### src/rtl/fft_bram_sched.sv
// Routes fixed-length FFT frames into alternating BRAM halves, with host handshake
// per half, optional frame dropping when both halves are busy, and delayed completion flags.
module fft_bram_sched #(
  parameter int unsigned FRAME_BEATS = 128,
  parameter int unsigned DONE_DELAY  = 12
) (
  input  logic         clk,
  input  logic         rst,
  input  logic [383:0] s_axis_tdata,
  input  logic         s_axis_tvalid,
  input  logic         s_axis_tlast,
  output logic         s_axis_tready,
  output logic [383:0] m_axis_tdata,
  output logic         m_axis_tvalid,
  output logic         m_axis_tlast,
  input  logic         m_axis_tready,
  input  logic         enable,
  input  logic         drop_mode,
  input  logic [1:0]   buf_release,
  output logic [1:0]   buf_full,
  output logic         wr_buf,
  output logic         frame_irq,
  output logic [15:0]  frames_dropped,
  output logic         len_err
);

  localparam int unsigned BW = (FRAME_BEATS > 1) ? $clog2(FRAME_BEATS) : 1;
  localparam int unsigned DW = (DONE_DELAY > 0) ? $clog2(DONE_DELAY + 1) : 1;
  localparam logic [BW-1:0] LastBeat  = BW'(FRAME_BEATS - 1);
  localparam logic [DW-1:0] DelayLoad = DW'(DONE_DELAY);

  localparam logic [1:0] StIdle = 2'd0;
  localparam logic [1:0] StWait = 2'd1;
  localparam logic [1:0] StPass = 2'd2;
  localparam logic [1:0] StDrop = 2'd3;

  logic [1:0]    state_q, state_d;
  logic [BW-1:0] beat_q;
  logic [DW-1:0] delay_q;
  logic          delay_buf_q;
  logic          wr_buf_q;
  logic [1:0]    buf_full_q;
  logic [15:0]   dropped_q;
  logic          len_err_q;
  logic          irq_q;

  logic       hs, last_beat, pass_last, drop_last, fire, fire_buf;
  logic [1:0] busy, set_mask;

  assign hs        = s_axis_tvalid & s_axis_tready;
  assign last_beat = (beat_q == LastBeat);
  assign pass_last = (state_q == StPass) && hs && last_beat;
  assign drop_last = (state_q == StDrop) && hs && last_beat;

  // Assumes FRAME_BEATS >= DONE_DELAY so only one completion can be pending at a time.
  assign fire     = (delay_q == DW'(1)) || (pass_last && (DONE_DELAY == 0));
  assign fire_buf = (delay_q != '0) ? delay_buf_q : wr_buf_q;
  assign set_mask = fire ? (2'b01 << fire_buf) : 2'b00;
  assign busy     = buf_full_q | ((delay_q != '0) ? (2'b01 << delay_buf_q) : 2'b00);

  always_comb begin
    state_d = state_q;
    case (state_q)
      StIdle, StWait: begin
        if (!enable)                state_d = StIdle;
        else if (!busy[wr_buf_q])   state_d = StPass;
        else if (drop_mode)         state_d = StDrop;
        else                        state_d = StWait;
      end
      StPass:  if (pass_last) state_d = StIdle;
      StDrop:  if (drop_last) state_d = StIdle;
      default: state_d = StIdle;
    endcase
  end

  always_comb begin
    s_axis_tready = 1'b0;
    m_axis_tvalid = 1'b0;
    m_axis_tlast  = 1'b0;
    m_axis_tdata  = s_axis_tdata;
    case (state_q)
      StPass: begin
        s_axis_tready = m_axis_tready;
        m_axis_tvalid = s_axis_tvalid;
        m_axis_tlast  = last_beat;
      end
      StDrop:  s_axis_tready = 1'b1;
      default: ;
    endcase
  end

  always_ff @(posedge clk or posedge rst) begin
    if (rst) begin
      state_q     <= StIdle;
      beat_q      <= '0;
      delay_q     <= '0;
      delay_buf_q <= 1'b0;
      wr_buf_q    <= 1'b0;
      buf_full_q  <= 2'b00;
      dropped_q   <= 16'd0;
      len_err_q   <= 1'b0;
      irq_q       <= 1'b0;
    end else begin
      state_q <= state_d;
      if (hs) begin
        beat_q <= last_beat ? '0 : beat_q + BW'(1);
        if (s_axis_tlast != last_beat) len_err_q <= 1'b1;
      end
      if (pass_last) begin
        delay_q     <= DelayLoad;
        delay_buf_q <= wr_buf_q;
        wr_buf_q    <= ~wr_buf_q;
      end else if (delay_q != '0) begin
        delay_q <= delay_q - DW'(1);
      end
      // A release coinciding with the set of the same buffer loses.
      buf_full_q <= (buf_full_q & ~buf_release) | set_mask;
      irq_q      <= fire;
      if (drop_last && (dropped_q != 16'hFFFF)) dropped_q <= dropped_q + 16'd1;
    end
  end

  assign buf_full       = buf_full_q;
  assign wr_buf         = wr_buf_q;
  assign frame_irq      = irq_q;
  assign frames_dropped = dropped_q;
  assign len_err        = len_err_q;

endmodule

### config.mk
export PLATFORM = sky130hd
export DESIGN_NAME = fft_bram_sched
export DESIGN_NICKNAME = d
export VERILOG_FILES = /design/src/rtl/fft_bram_sched.sv
export SDC_FILE = /design/constraint.sdc
export NUM_CORES = 1
export LEC_CHECK = 0
export CORE_AREA = 2 2 308 310
export DETAILED_ROUTE_END_ITERATION = 6
export DIE_AREA = 0 0 310 312
export HOLD_SLACK_MARGIN = 0.05
export RECOVER_POWER = 50
export SLEW_MARGIN = 5
export SYNTH_ARGS = -nofsm -noshare
export SYNTH_HDL_FRONTEND = slang
export SYNTH_SLANG_ARGS = --single-unit
### constraint.sdc
create_clock -name clk -period 2.1 [get_ports clk]
set_input_delay 0.21 -clock clk [delete_from_list [all_inputs] [get_ports clk]]
set_output_delay 0.21 -clock clk [all_outputs]
set_load 0.05 [all_outputs]
==> results.md, run 1 <==
Setup path:
- Together, buffers and inverters on the worst path number 1.
- Walking the worst path, the cells encountered are ha_1 -> and3_1 -> nand3_4 -> nor2_1 -> buf_12.
- STA classifies the critical path startpoint as a flop.
- The number of gates on the worst path with buffers counted is 5.
- Following the worst setup path forward leads to its endpoint at m_axis_tlast.
- The element type at the critical path end is an output port.
- In this run the register-to-register setup slack is between 0.2 and 0.3 ns.
- The critical path is of the flop to output port type.
- For the worst setup path, the data required time is between 1.5 and 2 ns.
- Tracing the worst setup path back leads to its startpoint at beat_q[0].
- In this run the critical register-to-register path is launched from delay_q[0].
- At the worst endpoint, the arrival time is 1.74 ns.
- The endpoint identified for the worst register-to-register timing path is state_q[0].
- Counting cells, the worst reg-to-reg path comes to 6.
- The highest fanout seen on the critical path is 7.
- The worst stage delay on the critical path is ~0.40 ns.
- The largest individual stage delay along the critical path comes from the cell dfrtp_1.
- The kind of cell adding the most delay to the critical path is simple AND/OR/NAND/NOR gates.

Floorplan:
- The die covers roughly 97000 µm².
- The number of rows created at floorplan is 112.
- The total area inside the core boundary comes to 93000 µm².
- The vertical die dimension is 312 µm.
- For this configuration, the core starts out at a cell density of 0.0501.
- 801 I/O pins were placed.
- The floorplan step set the die width to 310 µm.

Placed design:
- The count of input and output buffers is 32.
- Routability-driven placement finished with a final weighted congestion of 0.648.
- The HPWL after detailed placement is 31700 µm.

Global routing:
- Entering global routing, the biggest net connects 36 pins.
- The first global-routing pass estimated 39300 µm of wire.
- For this run the aggregate overflow at the end of global routing stands at 0.
- The initial antenna violation count is 1.
- The via count of the first global-routing pass is roughly 2300.
- Across every metal layer, demand over resource in global routing totals 0.0682.

Timing:
- The post-route clock skew is 0.00424 ns.
- The final number of setup-violating endpoints is 0.
- The final hold violation count is 0.
- Setup repair after global routing left no endpoint under its margin.
- For the final routed database, the setup TNS stands at 0 ns.
- The final critical path time including I/O delays and setup is 1.95 ns.
- Headroom to the max-slew limit came out at 0.625.
- The measured slew at the worst slew-check pin is 0.560 ns.
- The total count of max-transition violations in the final report is 0.
- Static timing analysis puts the maximum clock frequency at 0.514 GHz.
- Of the available clock period, the critical path in the final layout requires 0.927.

Logic synthesis:
- By area the synthesized netlist is led by buf_4 62%, dfrtp_1 19%, xnor2_1 3.6%.
- The count of flip-flops with a built-in enable after synthesis is 0.
- After synthesis the netlist holds a flip-flop and latch count of 35.
- Of the synthesized area, sequential elements account for 0.188.
- The most used flip-flop cell after synthesis is dfrtp_1.
- The number of distinct library cell variants in the gate-level netlist after synthesis is 41.
- For this run, asynchronously set or reset flops after synthesis account for 1.00.
- The netlist area before placement is 4660 µm².
- Synthesis produced a netlist whose cell count is around 550.
- The net count after synthesis is 949.
- The mean instance size in the synthesized netlist is between 8 and 9 µm².
- Of the post-synthesis cell area, the dominant cell type holds 0.618.
- The synthesized design spends more area on one cell type than any other, namely buf_4.
- For this run, the number of Yosys warnings is 0.

Layout:
- The layout overhead on the synthesized area is -16.7%.
- After filler insertion, the fill cell instance count of the layout stands at 11100.
- At the end of the flow the core is filled with cells to 0.0418.
- The antenna diode instance count is 0.
- The fraction of final layout cells sized beyond drive strength 1 is 0.185.
- The net total in the final layout is 607.
- The most common library cell in the layout ignoring fill and taps is dfrtp_1.
- Leaving out fill and tap cells, the most frequent cells in the layout are 35 x dfrtp_1, 20 x clkdlybuf4s50_1, 19 x xnor2_1.

Power and ir drop:
- The power per standard cell area is between 600 and 700 nW/µm².
- Of the total power, the share spent switching nets is 0.324.
- The power dissipated by switching net loads is 0.767 mW.
- The leakage power figure is 1.07 nW.
- Of the total power, the clock network draws 0.386.
- The share of total power dissipated in combinational logic is 0.225.
- The internal power is 1.60 mW.
- The maximum vdd drop is between 0.0003 and 0.0004 V.
- The portion of total power attributed to sequential cells is 0.389.

Detailed routing:
- The post-detailed-route count of antenna-violating nets is 0.
- The routed wire length per instance is 23.8 µm.
- The wire length after detailed routing is 34900 µm.
- Across all layers, the routed design uses 2174 vias.
- After the first detailed-routing iteration, the DRC count stood at about 100.
- The count of unresolved DRC violations after routing is 0.
- Using the TritonRoute via totals, the vias-per-cell ratio works out to 1.48.
- The detailed-routing iteration count for the pre-antenna-repair pass is 4.

Flow run:
- Max-cap violations in this run came to 0.

CTS:
- The CTS H-tree depth is 2.
- The clock edge transition at the registers on the reported setup and hold paths is 0.06 ns.
- TritonCTS created 5 clock buffers.
- The number of setup buffers added after CTS is 0.
- The number of buffers inserted for hold repair after clock tree synthesis is 0.
- Clock tree synthesis found a total of 35 sinks.
- After clock tree synthesis, the repair step resized 0 gates.
- In this run the clock root is driven by a clkbuf_16.
- The clock latency at the later pin of the worst-skew pair is between 0.2 and 0.3 ns.
- The number of buffers between clock root and the deepest sink is 2.
- TritonCTS built the clock tree.

Status:
- The flow ran to the end, and the final reports show no timing, DRC or antenna violations.

Hold path:
- The class of the worst hold path is input port to async pin.
[worst min path at each step]
stage	endpoint	startpoint	slack, ns	depth (start not counted)
detailed placement	m_axis_tdata[119]	s_axis_tdata[119]	0.42	0
CTS	frames_dropped[5]	rst	0.36	3
global placement	m_axis_tdata[119]	s_axis_tdata[119]	0.42	0
global route	frames_dropped[5]	rst	0.41	3
finish	frames_dropped[6]	rst	0.34	3
floorplan	buf_full[0]	buf_release[0]	0.31	1
[power by group through the flow]
stage	logic, mW	registers [mW]	clock network (mW)
after detailed placement	0.548	0.934	0
after global routing	0.595	0.944	0.985
after CTS	0.549	0.923	0.966
final	0.532	0.922	0.914
after global placement	0.541	0.932	0
after floorplan	2.30	0.952	0
[area by class of cell]
cell class	instances	area, µm²	area share
multi-input combinational	118	832	0.214
tap	1254	1570	0.404
clock buffer	6	139	0.0357
sequential	35	876	0.225
clock inverter	2	35.0	0.00902
timing repair buffer	39	393	0.101
inverter	11	41.3	0.0106
[cell usage after synthesis (2+ instances only)]
master      n
and4_1      4
o21ai_0     4
buf_4     384
nand4_1    10
mux2i_1     2
dfrtp_1    35
and3_1      5
a211oi_1    2
xnor2_1    19
nor2_1      7
buf_6       2
and2_1      4
or3_1       3
xor2_1      2
ha_1        4
inv_1      11
a21oi_1     3
nor3_4      2
nor3_1      2
nand3_1    12
mux2_2      2
o22ai_1     2
nand2_1    13
[flip-flops by register name, summed over array words and instances (netlist names), 2 cells and up]
register and count:
beat_q 7, buf_full 2, delay_q 4, frames_dropped 16, state_q 2
[tightest hold or removal path: stages]
cell	delay [ns]
clkdlybuf4s50_1	0.39
inv_1	0.05
buf_4	0.43
[stage by stage]
step           cell area, µm²  worst slack (ns)  hold slack, ns  cells  power, mW
2_1_floorplan            4660             0.165           0.306    552       3.25
3_3_place_gp             3710             0.271           0.420   1457       1.47
3_5_place_dp             3710             0.291           0.420   1457       1.48
4_1_cts                  3880             0.103           0.364   1465       2.44
5_1_grt                  3880            0.0493           0.409   1465       2.52
6_report                 3880             0.154           0.342   1465       2.37
[layer usage]
metal	vias to the layer above	GRT usage	part of all wire
met1	835	0.0371	0.19
met3	209	0.115	0.37
met2	449	0.0825	0.35
li1	677	-	-
met5	-	0.00594	0.0017
met4	4	0.0580	0.098
[cell families after synthesis]
family / synth area share
flops: 0.188
compound gates: 0.0268
mux: 0.00912
xor+xnor: 0.0394
simple gates: 0.0923
buf+inv: 0.634
fa+ha+maj: 0.0107
No activity file was read; power rests on OpenSTA's default activity.
==> run 2: changes to the inputs <==
Clock period 2.1 ns to 1.9 ns, I/O delays scaled along.
==> results.md, run 2 (same netlist as run 1, synthesis figures left out) <==
Layout:
- The register with the most flip-flops in the layout has 16 of them.
- Of the cells placed in the final design, the portion with a size suffix greater than 1 is 0.279.
- The top cell types in the final layout, fill and taps aside, are 33 x dfrtp_1, 30 x buf_4, 19 x xnor2_1.
- The antenna diode instance count is 0.
- The sequential cells in the finished layout cover a total of between 800 and 900 µm².
- The net total in the final layout is 611.
- Once layout is done, the placed cells without fillers occupy 3910 µm².
- Compared with the post-synthesis result, the final layout area differs by -16.2%.
- The library cell used most frequently in the layout, excluding fill and tap cells, is dfrtp_1.
- The footprint of the multi-input gates is 842 µm².
- Fill cells in the final layout number about 11000.

Setup path:
- The critical path arrival is 1.60 ns.
- The startpoint identified for the worst register-to-register timing path is delay_q[0].
- The worst setup path is captured at an output port.
- The endpoint identified for the worst register-to-register timing path is state_q[0].
- The setup slack of the worst register-to-register path is 0.16 ns.
- The total buffers and inverters traversed by the critical path is 1.
- Data on the critical path is required at its endpoint by 1.71 ns.
- The critical path launch point type is a flop.
- The cell depth of the worst flop-to-flop path is 6.
- On the critical path, the stage with the largest delay is an instance of dfrtp_1.
- The worst stage delay on the critical path is 0.40 ns.
- In this run the worst path has a maximum fanout of 7.
- Walking the worst path, the cells encountered are ha_2 -> and3_4 -> nand3_4 -> nor2_2 -> buf_12.
- Among cell families on the critical path, the largest total delay comes from simple AND/OR/NAND/NOR gates.
- The category of the most critical setup path is flop to output port.

Hold path:
- The worst hold path belongs to the class input port to async pin.

Detailed routing:
- After detailed routing, the number of remaining DRC violations is 0.
- The detailed-routing iteration count for the pre-antenna-repair pass is 4.
- The routed layout has 2128 vias.
- After the first detailed-routing iteration, the DRC count stood at 100.
- After detailed routing, the number of vias per cell comes to 1.45.
- The final layout contains routed wiring with a total length of about 36000 µm.
- The post-detailed-route count of antenna-violating nets is 0.
- The routed wire length per instance is approximately 24 µm.

Global routing:
- The pin count of the biggest net entering global routing is 36.
- The via count of the first global-routing pass was 2089.
- The global-route wire length before repair is 39400 µm.
- The aggregate global-route resource usage is 0.0697.
- The initial antenna violation count came to 2.
- After global routing the overflow that remains totals 0.

Placed design:
- The final RePlAce weighted congestion is 0.684.
- In this run the tool buffered the top-level ports with 32 buffer cells.
- Once placement finished, the instance area stood at around 3700 µm².
- The worst slack at placement is 0.157 ns.
- The sum of net half-perimeters after detailed placement is ~33000 µm.

Floorplan:
- The region available for standard cell placement spans 93000 µm².
- The count of pins on the block boundary is 801.
- The initial utilization of the core area, before any placement, comes to 0.0501.
- The die is between 300 and 400 µm wide.
- The vertical die dimension is about 310 µm.
- The floorplan has 112 rows.
- The floorplan step defined a die boundary enclosing 96700 µm².

Timing:
- On the final layout, the worst clock skew is 0.00434 ns.
- Setup violations remaining at the end of the flow were counted as 0.
- The worst pin sits at a relative slew slack of 0.660.
- The maximum frequency from static timing analysis is 0.560 GHz.
- The final hold violation count is 0.
- The final critical path time including I/O delays and setup is 1.79 ns.
- The final setup slack of the worst path is 0.114 ns.
- The total count of max-transition violations in the final report is 0.
- The measured slew at the worst slew-check pin is 0.510 ns.
- In the finished design, the share of the clock period the worst path needs comes to 0.940.

Flow run:
- The tool flagged a number of max-cap violations equal to 0.

Power and ir drop:
- The power per standard cell area is 678 nW/µm².
- The worst-case IR drop observed on VDD is 0.000476 V.
- The leakage power figure is 1.11 nW.

CTS:
- The number of buffers inserted for hold repair after clock tree synthesis is 0.
- In this run the deepest clock path goes through 2 buffers.
- TritonCTS built the clock tree.
- The clock edge transition at the registers on the reported setup and hold paths is 0.06 ns.
- The clock net in this run drives a total of 35 sinks.
- Clock tree synthesis inserted a total of 5 buffers.
- The CTS H-tree depth is 2.
- The root cell of the clock tree is clkbuf_16.
- At the later pin of the worst-skew pair, clock insertion delay measures slightly below 0.3 ns.

Status:
- The flow ran to the end, and the final reports show no timing, DRC or antenna violations.
==> run 2: changes by cell type in the layout (fill, tap and decap cells not counted) <==
cell,before,now
buf_12,4,5
dfrtp_1,35,33
ha_2,0,1
nor2_1,7,6
buf_4,15,30
clkdlybuf4s50_1,20,8
nor2_2,0,1
ha_1,4,3
and3_1,5,4
dfrtp_2,0,2
and3_4,0,1
==> run 2: timing repair <==
item	CTS	global route
resized for setup	1	2
buffers inserted	0	2
setup endpoints to repair	1	1
==> run 2: per-stage QoR <==
stage               utilization  cells  setup TNS, ns  hold WS, ns  power, mW
floorplan                     -    552              0        0.286       3.60
global placement         0.0399   1459              0        0.380       1.63
detailed placement       0.0399   1459              0        0.380       1.64
CTS                      0.0418   1467              0        0.340       2.67
global route             0.0420   1469     -0.0000396        0.376       2.81
finish                   0.0420   1469              0        0.325       2.65
==> run 2: worst max path at each step <==
stage | start | to | slack [ns] | cells past startpoint
final | beat_q[1] | m_axis_tlast | 0.11 | 5
after global routing | beat_q[1] | m_axis_tlast | -0.00004 | 5
after CTS | beat_q[0] | m_axis_tlast | 0.04 | 5
after detailed placement | s_axis_tvalid | frames_dropped[1] | 0.16 | 6
after global placement | s_axis_tvalid | frames_dropped[12] | 0.16 | 6
after floorplan | state_q[1] | delay_buf_q | 0.08 | 4
==> run 2: routing by layer <==
metal / share of wire / vias to the layer above / routed length (µm) / GRT usage
met4: 0.063 / 4 / 2230 / 0.0400
li1: - / 685 / - / -
met3: 0.39 / 199 / 13800 / 0.125
met2: 0.40 / 407 / 14200 / 0.0966
met1: 0.15 / 833 / 5280 / 0.0308
met5: 0.0013 / - / 48 / 0.00396
==> run 2: area by class of cell <==
cell class / count / share of cell area
clock buffers: 6 / 0.0355
clock inverters: 2 / 0.00896
inverters: 11 / 0.0106
multi-input cells: 118 / 0.215
flip-flops and latches: 35 / 0.225
well taps: 1254 / 0.401
repair buffers: 43 / 0.104
==> run 2: power breakdown <==
group | internal [mW] | leakage, nW | switching [mW]
clock network | 0.653 | 0.0868 | 0.341
logic | 0.271 | 0.572 | 0.363
registers | 0.872 | 0.451 | 0.149
total | 1.80 | 1.11 | 0.853
==> run 2: tightest hold or removal path, stage by stage <==
cell and delay (ns):
clkdlybuf4s50_1 0.39, inv_1 0.05, buf_4 0.42
